$ cat config.mk
export PLATFORM = sky130hd
export DESIGN_NAME = coprocessor_controller_flat
export DESIGN_NICKNAME = d
export VERILOG_FILES = /design/src/rtl/coprocessor_controller_if.sv /design/src/rtl/coprocessor_controller.sv /design/src/flat_wrapper.sv
export SDC_FILE = /design/constraint.sdc
export NUM_CORES = 1
export LEC_CHECK = 0
export ABC_AREA = 0
export CAP_MARGIN = 0
export CORE_MARGIN = 2
export CORE_UTILIZATION = 40
export CTS_CLUSTER_DIAMETER = 50
export DETAILED_ROUTE_END_ITERATION = 12
export DONT_BUFFER_PORTS = 1
export PLACE_DENSITY = 0.53
export SYNTH_ARGS = -nofsm -noshare
export SYNTH_HDL_FRONTEND = slang
export SYNTH_SLANG_ARGS = --single-unit
$ cat constraint.sdc
create_clock -name clock -period 3.2 [get_ports clock]
set_input_delay 0.32 -clock clock [delete_from_list [all_inputs] [get_ports clock]]
set_output_delay 0.32 -clock clock [all_outputs]
set_load 0.02 [all_outputs]
$ cat src/rtl/coprocessor_controller_if.sv
// Command, memory and ALU signal bundle for coprocessor_controller.
// slave: the controller side; master: the environment (command source, memory, ALU).
interface coprocessor_controller_if #(
   parameter int ADDR_W = 8
);
   // command handshake
   logic              cmd_valid;
   logic              cmd_ready;
   logic [2:0]        cmd_opcode;
   logic [7:0]        cmd_scalar;
   // byte memory
   logic [ADDR_W-1:0] mem_addr;
   logic              mem_rd_en;
   logic [7:0]        mem_rdata;
   logic              mem_wr_en;
   logic [7:0]        mem_wdata;
   // matrix ALU
   logic [199:0]      alu_A_flat;
   logic [199:0]      alu_B_flat;
   logic [7:0]        alu_f;
   logic [2:0]        alu_opcode;
   logic [199:0]      alu_C_flat;
   logic              alu_overflow;
   // status
   logic              busy;
   logic              done;
   logic              overflow;
   logic              error;

   modport slave (
      input  cmd_valid, cmd_opcode, cmd_scalar, mem_rdata, alu_C_flat, alu_overflow,
      output cmd_ready, mem_addr, mem_rd_en, mem_wr_en, mem_wdata,
             alu_A_flat, alu_B_flat, alu_f, alu_opcode, busy, done, overflow, error
   );

   modport master (
      output cmd_valid, cmd_opcode, cmd_scalar, mem_rdata, alu_C_flat, alu_overflow,
      input  cmd_ready, mem_addr, mem_rd_en, mem_wr_en, mem_wdata,
             alu_A_flat, alu_B_flat, alu_f, alu_opcode, busy, done, overflow, error
   );
endinterface

$ cat src/rtl/coprocessor_controller.sv
// Sequences a 5x5 byte-matrix ALU: loads A (and B for binary ops) from memory,
// issues the opcode, latches the result and stores C back to memory.
module coprocessor_controller #(
   parameter int ADDR_W = 8,
   parameter int A_BASE = 0,
   parameter int B_BASE = 25,
   parameter int C_BASE = 50
) (
   input  logic                     clock,
   input  logic                     reset_n,
   coprocessor_controller_if.slave  bus
);

   typedef enum logic [2:0] {
      IDLE, LOAD_A, LOAD_B, CAPTURE, ISSUE, LATCH, STORE, DONE
   } state_t;

   localparam logic [ADDR_W-1:0] A_ADDR = ADDR_W'(A_BASE);
   localparam logic [ADDR_W-1:0] B_ADDR = ADDR_W'(B_BASE);
   localparam logic [ADDR_W-1:0] C_ADDR = ADDR_W'(C_BASE);
   localparam logic [4:0]        LAST   = 5'd24;

   state_t            r_state;
   logic [4:0]        r_cnt;
   logic [2:0]        r_op;
   logic [7:0]        r_f;
   logic [199:0]      r_A;
   logic [199:0]      r_B;
   logic [199:0]      r_C;
   logic [ADDR_W-1:0] r_addr;
   logic              r_rd_en;
   logic              r_wr_en;
   logic [7:0]        r_wdata;
   logic [2:0]        r_alu_op;
   logic              r_ready;
   logic              r_busy;
   logic              r_done;
   logic              r_ovf;
   logic              r_err;
   // read-return pipeline: data for a read arrives the cycle after its strobe
   logic              r_cap_en;
   logic              r_cap_b;
   logic [4:0]        r_cap_idx;

   logic              w_accept;
   logic              w_binary;
   logic              w_legal;
   logic [4:0]        w_next_cnt;

   assign w_accept   = bus.cmd_valid && r_ready;
   assign w_binary   = (r_op == 3'b001) || (r_op == 3'b010) || (r_op == 3'b011);
   assign w_legal    = (bus.cmd_opcode != 3'b000) && (bus.cmd_opcode != 3'b111);
   assign w_next_cnt = r_cnt + 5'd1;

   // Single FSM: state, counters, operand/result registers and all registered outputs
   always_ff @(posedge clock) begin
      if (!reset_n) begin
         r_state   <= IDLE;
         r_cnt     <= '0;
         r_op      <= '0;
         r_f       <= '0;
         r_A       <= '0;
         r_B       <= '0;
         r_C       <= '0;
         r_addr    <= '0;
         r_rd_en   <= 1'b0;
         r_wr_en   <= 1'b0;
         r_wdata   <= '0;
         r_alu_op  <= '0;
         r_ready   <= 1'b1;
         r_busy    <= 1'b0;
         r_done    <= 1'b0;
         r_ovf     <= 1'b0;
         r_err     <= 1'b0;
         r_cap_en  <= 1'b0;
         r_cap_b   <= 1'b0;
         r_cap_idx <= '0;
      end else begin
         r_cap_en  <= r_rd_en;
         r_cap_b   <= (r_state == LOAD_B);
         r_cap_idx <= r_cnt;
         if (r_cap_en) begin
            if (r_cap_b) r_B[{r_cap_idx, 3'b000} +: 8] <= bus.mem_rdata;
            else         r_A[{r_cap_idx, 3'b000} +: 8] <= bus.mem_rdata;
         end

         case (r_state)
            IDLE: begin
               if (w_accept) begin
                  r_op    <= bus.cmd_opcode;
                  r_f     <= bus.cmd_scalar;
                  r_B     <= '0;
                  r_ovf   <= 1'b0;
                  r_cnt   <= '0;
                  r_ready <= 1'b0;
                  r_busy  <= 1'b1;
                  if (w_legal) begin
                     r_err   <= 1'b0;
                     r_state <= LOAD_A;
                     r_rd_en <= 1'b1;
                     r_addr  <= A_ADDR;
                  end else begin
                     r_err   <= 1'b1;
                     r_done  <= 1'b1;
                     r_state <= DONE;
                  end
               end
            end
            LOAD_A, LOAD_B: begin
               if (r_cnt == LAST) begin
                  r_cnt <= '0;
                  if (r_state == LOAD_A && w_binary) begin
                     r_state <= LOAD_B;
                     r_addr  <= B_ADDR;
                  end else begin
                     r_state <= CAPTURE;
                     r_rd_en <= 1'b0;
                     r_addr  <= '0;
                  end
               end else begin
                  r_cnt  <= w_next_cnt;
                  r_addr <= r_addr + ADDR_W'(1);
               end
            end
            CAPTURE: begin
               r_state  <= ISSUE;
               r_alu_op <= r_op;
            end
            ISSUE: begin
               r_state <= LATCH;
            end
            LATCH: begin
               // byte 0 of the store comes straight from the ALU result port
               r_alu_op <= '0;
               r_C      <= bus.alu_C_flat;
               r_ovf    <= bus.alu_overflow;
               r_state  <= STORE;
               r_wr_en  <= 1'b1;
               r_addr   <= C_ADDR;
               r_wdata  <= bus.alu_C_flat[7:0];
               r_cnt    <= '0;
            end
            STORE: begin
               if (r_cnt == LAST) begin
                  r_state <= DONE;
                  r_wr_en <= 1'b0;
                  r_addr  <= '0;
                  r_wdata <= '0;
                  r_done  <= 1'b1;
                  r_cnt   <= '0;
               end else begin
                  r_cnt   <= w_next_cnt;
                  r_addr  <= r_addr + ADDR_W'(1);
                  r_wdata <= r_C[{w_next_cnt, 3'b000} +: 8];
               end
            end
            DONE: begin
               r_done  <= 1'b0;
               r_busy  <= 1'b0;
               r_ready <= 1'b1;
               r_state <= IDLE;
            end
            default: r_state <= IDLE;
         endcase
      end
   end

   assign bus.cmd_ready  = r_ready;
   assign bus.mem_addr   = r_addr;
   assign bus.mem_rd_en  = r_rd_en;
   assign bus.mem_wr_en  = r_wr_en;
   assign bus.mem_wdata  = r_wdata;
   assign bus.alu_A_flat = r_A;
   assign bus.alu_B_flat = r_B;
   assign bus.alu_f      = r_f;
   assign bus.alu_opcode = r_alu_op;
   assign bus.busy       = r_busy;
   assign bus.done       = r_done;
   assign bus.overflow   = r_ovf;
   assign bus.error      = r_err;

endmodule

$ cat src/flat_wrapper.sv
// flat-port wrapper written by rule: the top's interface ports become plain ports
module coprocessor_controller_flat 
#(
   parameter int ADDR_W = 8,
   parameter int A_BASE = 0,
   parameter int B_BASE = 25,
   parameter int C_BASE = 50
)
  (clock, reset_n, bus_cmd_valid, bus_cmd_opcode, bus_cmd_scalar, bus_mem_rdata, bus_alu_C_flat, bus_alu_overflow, bus_cmd_ready, bus_mem_addr, bus_mem_rd_en, bus_mem_wr_en, bus_mem_wdata, bus_alu_A_flat, bus_alu_B_flat, bus_alu_f, bus_alu_opcode, bus_busy, bus_done, bus_overflow, bus_error);
  coprocessor_controller_if #(.ADDR_W(ADDR_W)) bus_i ();
  input  logic clock;
  input  logic reset_n;
  input wire logic [$bits(bus_i.cmd_valid)-1:0] bus_cmd_valid;
  input wire logic [$bits(bus_i.cmd_opcode)-1:0] bus_cmd_opcode;
  input wire logic [$bits(bus_i.cmd_scalar)-1:0] bus_cmd_scalar;
  input wire logic [$bits(bus_i.mem_rdata)-1:0] bus_mem_rdata;
  input wire logic [$bits(bus_i.alu_C_flat)-1:0] bus_alu_C_flat;
  input wire logic [$bits(bus_i.alu_overflow)-1:0] bus_alu_overflow;
  output wire logic [$bits(bus_i.cmd_ready)-1:0] bus_cmd_ready;
  output wire logic [$bits(bus_i.mem_addr)-1:0] bus_mem_addr;
  output wire logic [$bits(bus_i.mem_rd_en)-1:0] bus_mem_rd_en;
  output wire logic [$bits(bus_i.mem_wr_en)-1:0] bus_mem_wr_en;
  output wire logic [$bits(bus_i.mem_wdata)-1:0] bus_mem_wdata;
  output wire logic [$bits(bus_i.alu_A_flat)-1:0] bus_alu_A_flat;
  output wire logic [$bits(bus_i.alu_B_flat)-1:0] bus_alu_B_flat;
  output wire logic [$bits(bus_i.alu_f)-1:0] bus_alu_f;
  output wire logic [$bits(bus_i.alu_opcode)-1:0] bus_alu_opcode;
  output wire logic [$bits(bus_i.busy)-1:0] bus_busy;
  output wire logic [$bits(bus_i.done)-1:0] bus_done;
  output wire logic [$bits(bus_i.overflow)-1:0] bus_overflow;
  output wire logic [$bits(bus_i.error)-1:0] bus_error;
  assign bus_i.cmd_valid = bus_cmd_valid;
  assign bus_i.cmd_opcode = bus_cmd_opcode;
  assign bus_i.cmd_scalar = bus_cmd_scalar;
  assign bus_i.mem_rdata = bus_mem_rdata;
  assign bus_i.alu_C_flat = bus_alu_C_flat;
  assign bus_i.alu_overflow = bus_alu_overflow;
  assign bus_cmd_ready = bus_i.cmd_ready;
  assign bus_mem_addr = bus_i.mem_addr;
  assign bus_mem_rd_en = bus_i.mem_rd_en;
  assign bus_mem_wr_en = bus_i.mem_wr_en;
  assign bus_mem_wdata = bus_i.mem_wdata;
  assign bus_alu_A_flat = bus_i.alu_A_flat;
  assign bus_alu_B_flat = bus_i.alu_B_flat;
  assign bus_alu_f = bus_i.alu_f;
  assign bus_alu_opcode = bus_i.alu_opcode;
  assign bus_busy = bus_i.busy;
  assign bus_done = bus_i.done;
  assign bus_overflow = bus_i.overflow;
  assign bus_error = bus_i.error;
  coprocessor_controller #(.ADDR_W(ADDR_W), .A_BASE(A_BASE), .B_BASE(B_BASE), .C_BASE(C_BASE)) u_core (.clock(clock), .reset_n(reset_n), .bus(bus_i));
endmodule
==> summary.txt <==
Outcome
  – Status: finished clean

Finish
  – Commonest non-fill, non-tap cell in the layout: dfxtp_1
  – Layout Cells excl Fill: 4267
  – N_diodes: 0
  – Final-stage net count: 3571
  – Share of layout cells above drive strength 1: 9.87%
  – Most frequent cells in the layout: dfxtp_1 (651), a21oi_1 (609), nand2_1 (608)
  – Area Growth Syn to Fin: 22.2%

STA
  – Finish-stage setup viols: 0
  – Fin Setup TNS: 0 ps
  – Final period utilization: 95.7%
  – Final hold viol count: 0
  – Worst Tran Pin Value: 1250 ps
  – Post-route minimum period: 3060 ps
  – Clock tree skew after final layout: 30.3 ps
  – Slew Limit Headroom: 16.3%
  – RSZ-0062 raised after global routing: no
  – Slew Limit Fails: 0
  – Fmax: 0.326 GHz

Synthesis
  – Mapped Nets: 3463
  – Top area cells in the synthesized netlist: dfxtp_1 (49%), a21oi_1 (12%), nand2_1 (8.6%), nand3_1 (6.9%), o21ai_0 (5.9%)
  – Mapped Avg Cell Area: 8.18 µm²
  – Top FF cell, synth: dfxtp_1
  – Ys async rst share: 0%
  – Cells after Synth: 3232
  – #FFs+latches synth: 652
  – Synth top area share: 49.4%
  – EDFF count, synth: 0
  – Synth Cell Area: 26400 µm²
  – Distinct cells, synth: 67
  – Syn. warnings: 0
  – Register area share after synthesis: 49.4%
  – Leading area contributor after synthesis: dfxtp_1

Worst setup path
  – Worst Setup SP: u_core.r_cnt[1]$_SDFFE_PN0P_
  – Setup crit end kind: flip-flop
  – Worst-path maximum fanout: 19
  – Crit path to: u_core.bus.mem_wdata[4]$_SDFFE_PN0P_
  – Critical path launch point type: flip-flop
  – Critical Path RT: 3700 ps
  – Crit path DAT: 3560 ps
  – R2R Setup Slk: 140 ps
  – Reg-to-reg endpoint: u_core.bus.mem_wdata[4]$_SDFFE_PN0P_
  – Critical path class: reg2reg
  – FF-to-FF path depth: 7
  – Reg2reg start: u_core.r_cnt[1]$_SDFFE_PN0P_

Placed design
  – Detail Placement HPWL: 68600 µm
  – Placed Cells: 3896
  – Placer Congestion: 0.854
  – Port Buf Inserts: 0

Global routing
  – First-pass GRT wire length: 151000 µm
  – Number of global-route vias before repair: 23605
  – Pin count of the biggest net entering global routing: 165
  – Tot GR Track Use: 29.1%
  – Remaining Overflow, GRT: 0
  – Initial antenna violation count: 0

Floorplanning
  – IO Pins: 657
  – DIE HEIGHT: 261 µm
  – Die X: 261 µm
  – Rows: 94
  – Core area: 65600 µm²
  – Full die area: 68200 µm²
  – Starting Density: 40.3%

Drt
  – DRT iter0 DRCs: 2080
  – DR WL/cell: 24.3 µm
  – Vias per cell: 5.79
  – DR vias: 24707
  – DR pass1 iterations: 8
  – Routed WL: 104000 µm
  – Final ANT Viol Nets: 0
  – DRC: 0

Min path
  – Hold Crit Start: bus_mem_rdata[7]
  – Min-Delay Path Class: in2reg

Clock tree
  – CTS Buf Count: 81
  – TritonCTS clock tree: yes
  – Worst-Skew Late Latency: 630 ps
  – H-tree levels: 3
  – Sink Count: 652
  – CTS clock-pin slew for the worst setup and hold paths: 60 ps
  – Clk buf depth: 3
  – Setup bufs post-CTS: 0
  – CTS Root Cell: clkbuf_16

Job
  – Max-Cap Viols: 0

Power and ir drop
  – Pleak: 10.7 nW
  – Power per cell area: 638 nW/µm²
  – Worst VDD drop: 399 µV
through the flow:
step	utilization [%]	area, µm²	worst slack (ps)	total power [mW]	hold WS (ps)
global route	49.3	32300	37.7	21.3	24.3
floorplan	-	26400	432	10.6	433
CTS	49.2	32300	27.9	20.7	3.52
global placement	41.6	27300	-45.4	11.3	407
finish	49.3	32300	136	20.6	31.4
detailed placement	41.6	27300	-53.6	11.3	412
critical path, cell delays in order, from the launching register on:
cell and delay (ps):
dfxtp_1 490, inv_1 150, ha_4 580, mux4_2 580, nor2b_1 150, a2111oi_1 680, buf_4 230, o22ai_1 80
synth_stat cells (10+ instances only):
cell type  number
nand3_1       364
inv_1          10
clkbuf_1      212
nor2b_1        20
mux4_2         48
a21oi_1       609
mux2i_1        17
buf_2          46
o21ai_0       311
buf_1          19
buf_4          22
mux2_2         10
dfxtp_1       652
nand2_1       609
and3_1         45
nor3_1         21
a22o_1         11
nor2_1         66
how the worst min path moves through the flow:
stage / to / slack (ps) / cells after the start
floorplan: u_core.r_C[0]$_SDFFE_PN0P_ / 430 / 2
global placement: u_core.bus.cmd_ready$_SDFFE_PN1P_ / 410 / 1
global route: u_core.bus.alu_A_flat[119]$_SDFFE_PN0P_ / 20 / 3
detailed placement: u_core.bus.cmd_ready$_SDFFE_PN1P_ / 410 / 1
CTS: u_core.bus.alu_A_flat[119]$_SDFFE_PN0P_ / 4 / 3
finish: u_core.bus.alu_A_flat[119]$_SDFFE_PN0P_ / 30 / 3
routing by layer:
layer  track usage (%)  routed length (µm)  vias to the layer above
met3              7.82                8920                      260
met4              14.3                5030                        0
met2              50.3               51300                     1118
met1              33.1               38400                    11832
li1                  -                   -                    11497
met5                 0                   0                        -
what timing repair did:
action / in CTS / in global routing
endpoints found under the hold margin: 411 / 0
setup endpoints to repair: 2 / 5
gates resized for setup: 2 / 5
hold buffers: 225 / 0
pin swaps: 0 / 0
cell type report:
type | instances | area [µm²]
fill | 6132 | 33300
sequential | 652 | 13100
multi-input combinational | 2268 | 12200
timing repair buffer | 327 | 3250
clock buffer | 107 | 2250
tap | 864 | 1080
clock inverter | 39 | 430
inverter | 10 | 45.0
where the power goes:
part / total [mW] / internal, mW / switching (mW) / leakage [nW]
Combinational: 3.01 / 1.05 / 1.96 / 4.13
Clock: 9.11 / 5.40 / 3.71 / 1.29
Sequential: 8.49 / 8.28 / 0.214 / 5.25
sequential cells by signal, summed over array words and instances (netlist names), 3 cells and up:
signal                 flops
u_core.bus.mem_wdata       8
u_core.r_cap_idx           5
u_core.bus.mem_addr        8
u_core.bus.alu_opcode      3
u_core.r_C               200
u_core.r_cnt               5
u_core.r_state             3
u_core.bus.alu_B_flat    200
u_core.bus.alu_A_flat    200
u_core.r_op                3
u_core.bus.alu_f           8
cells by family after synthesis:
family                   after synthesis  synth area share (%)
AO/OA/AOI/OAI                       1002                  19.8
XOR/XNOR                              10                 0.331
adder cells (fa/ha/maj)                8                 0.379
buffers and inverters                312                  5.02
flip-flops                           652                  49.4
multiplexers                          75                  5.16
AND/OR/NAND/NOR                     1173                  19.9
(Power assumes the default switching activity.)
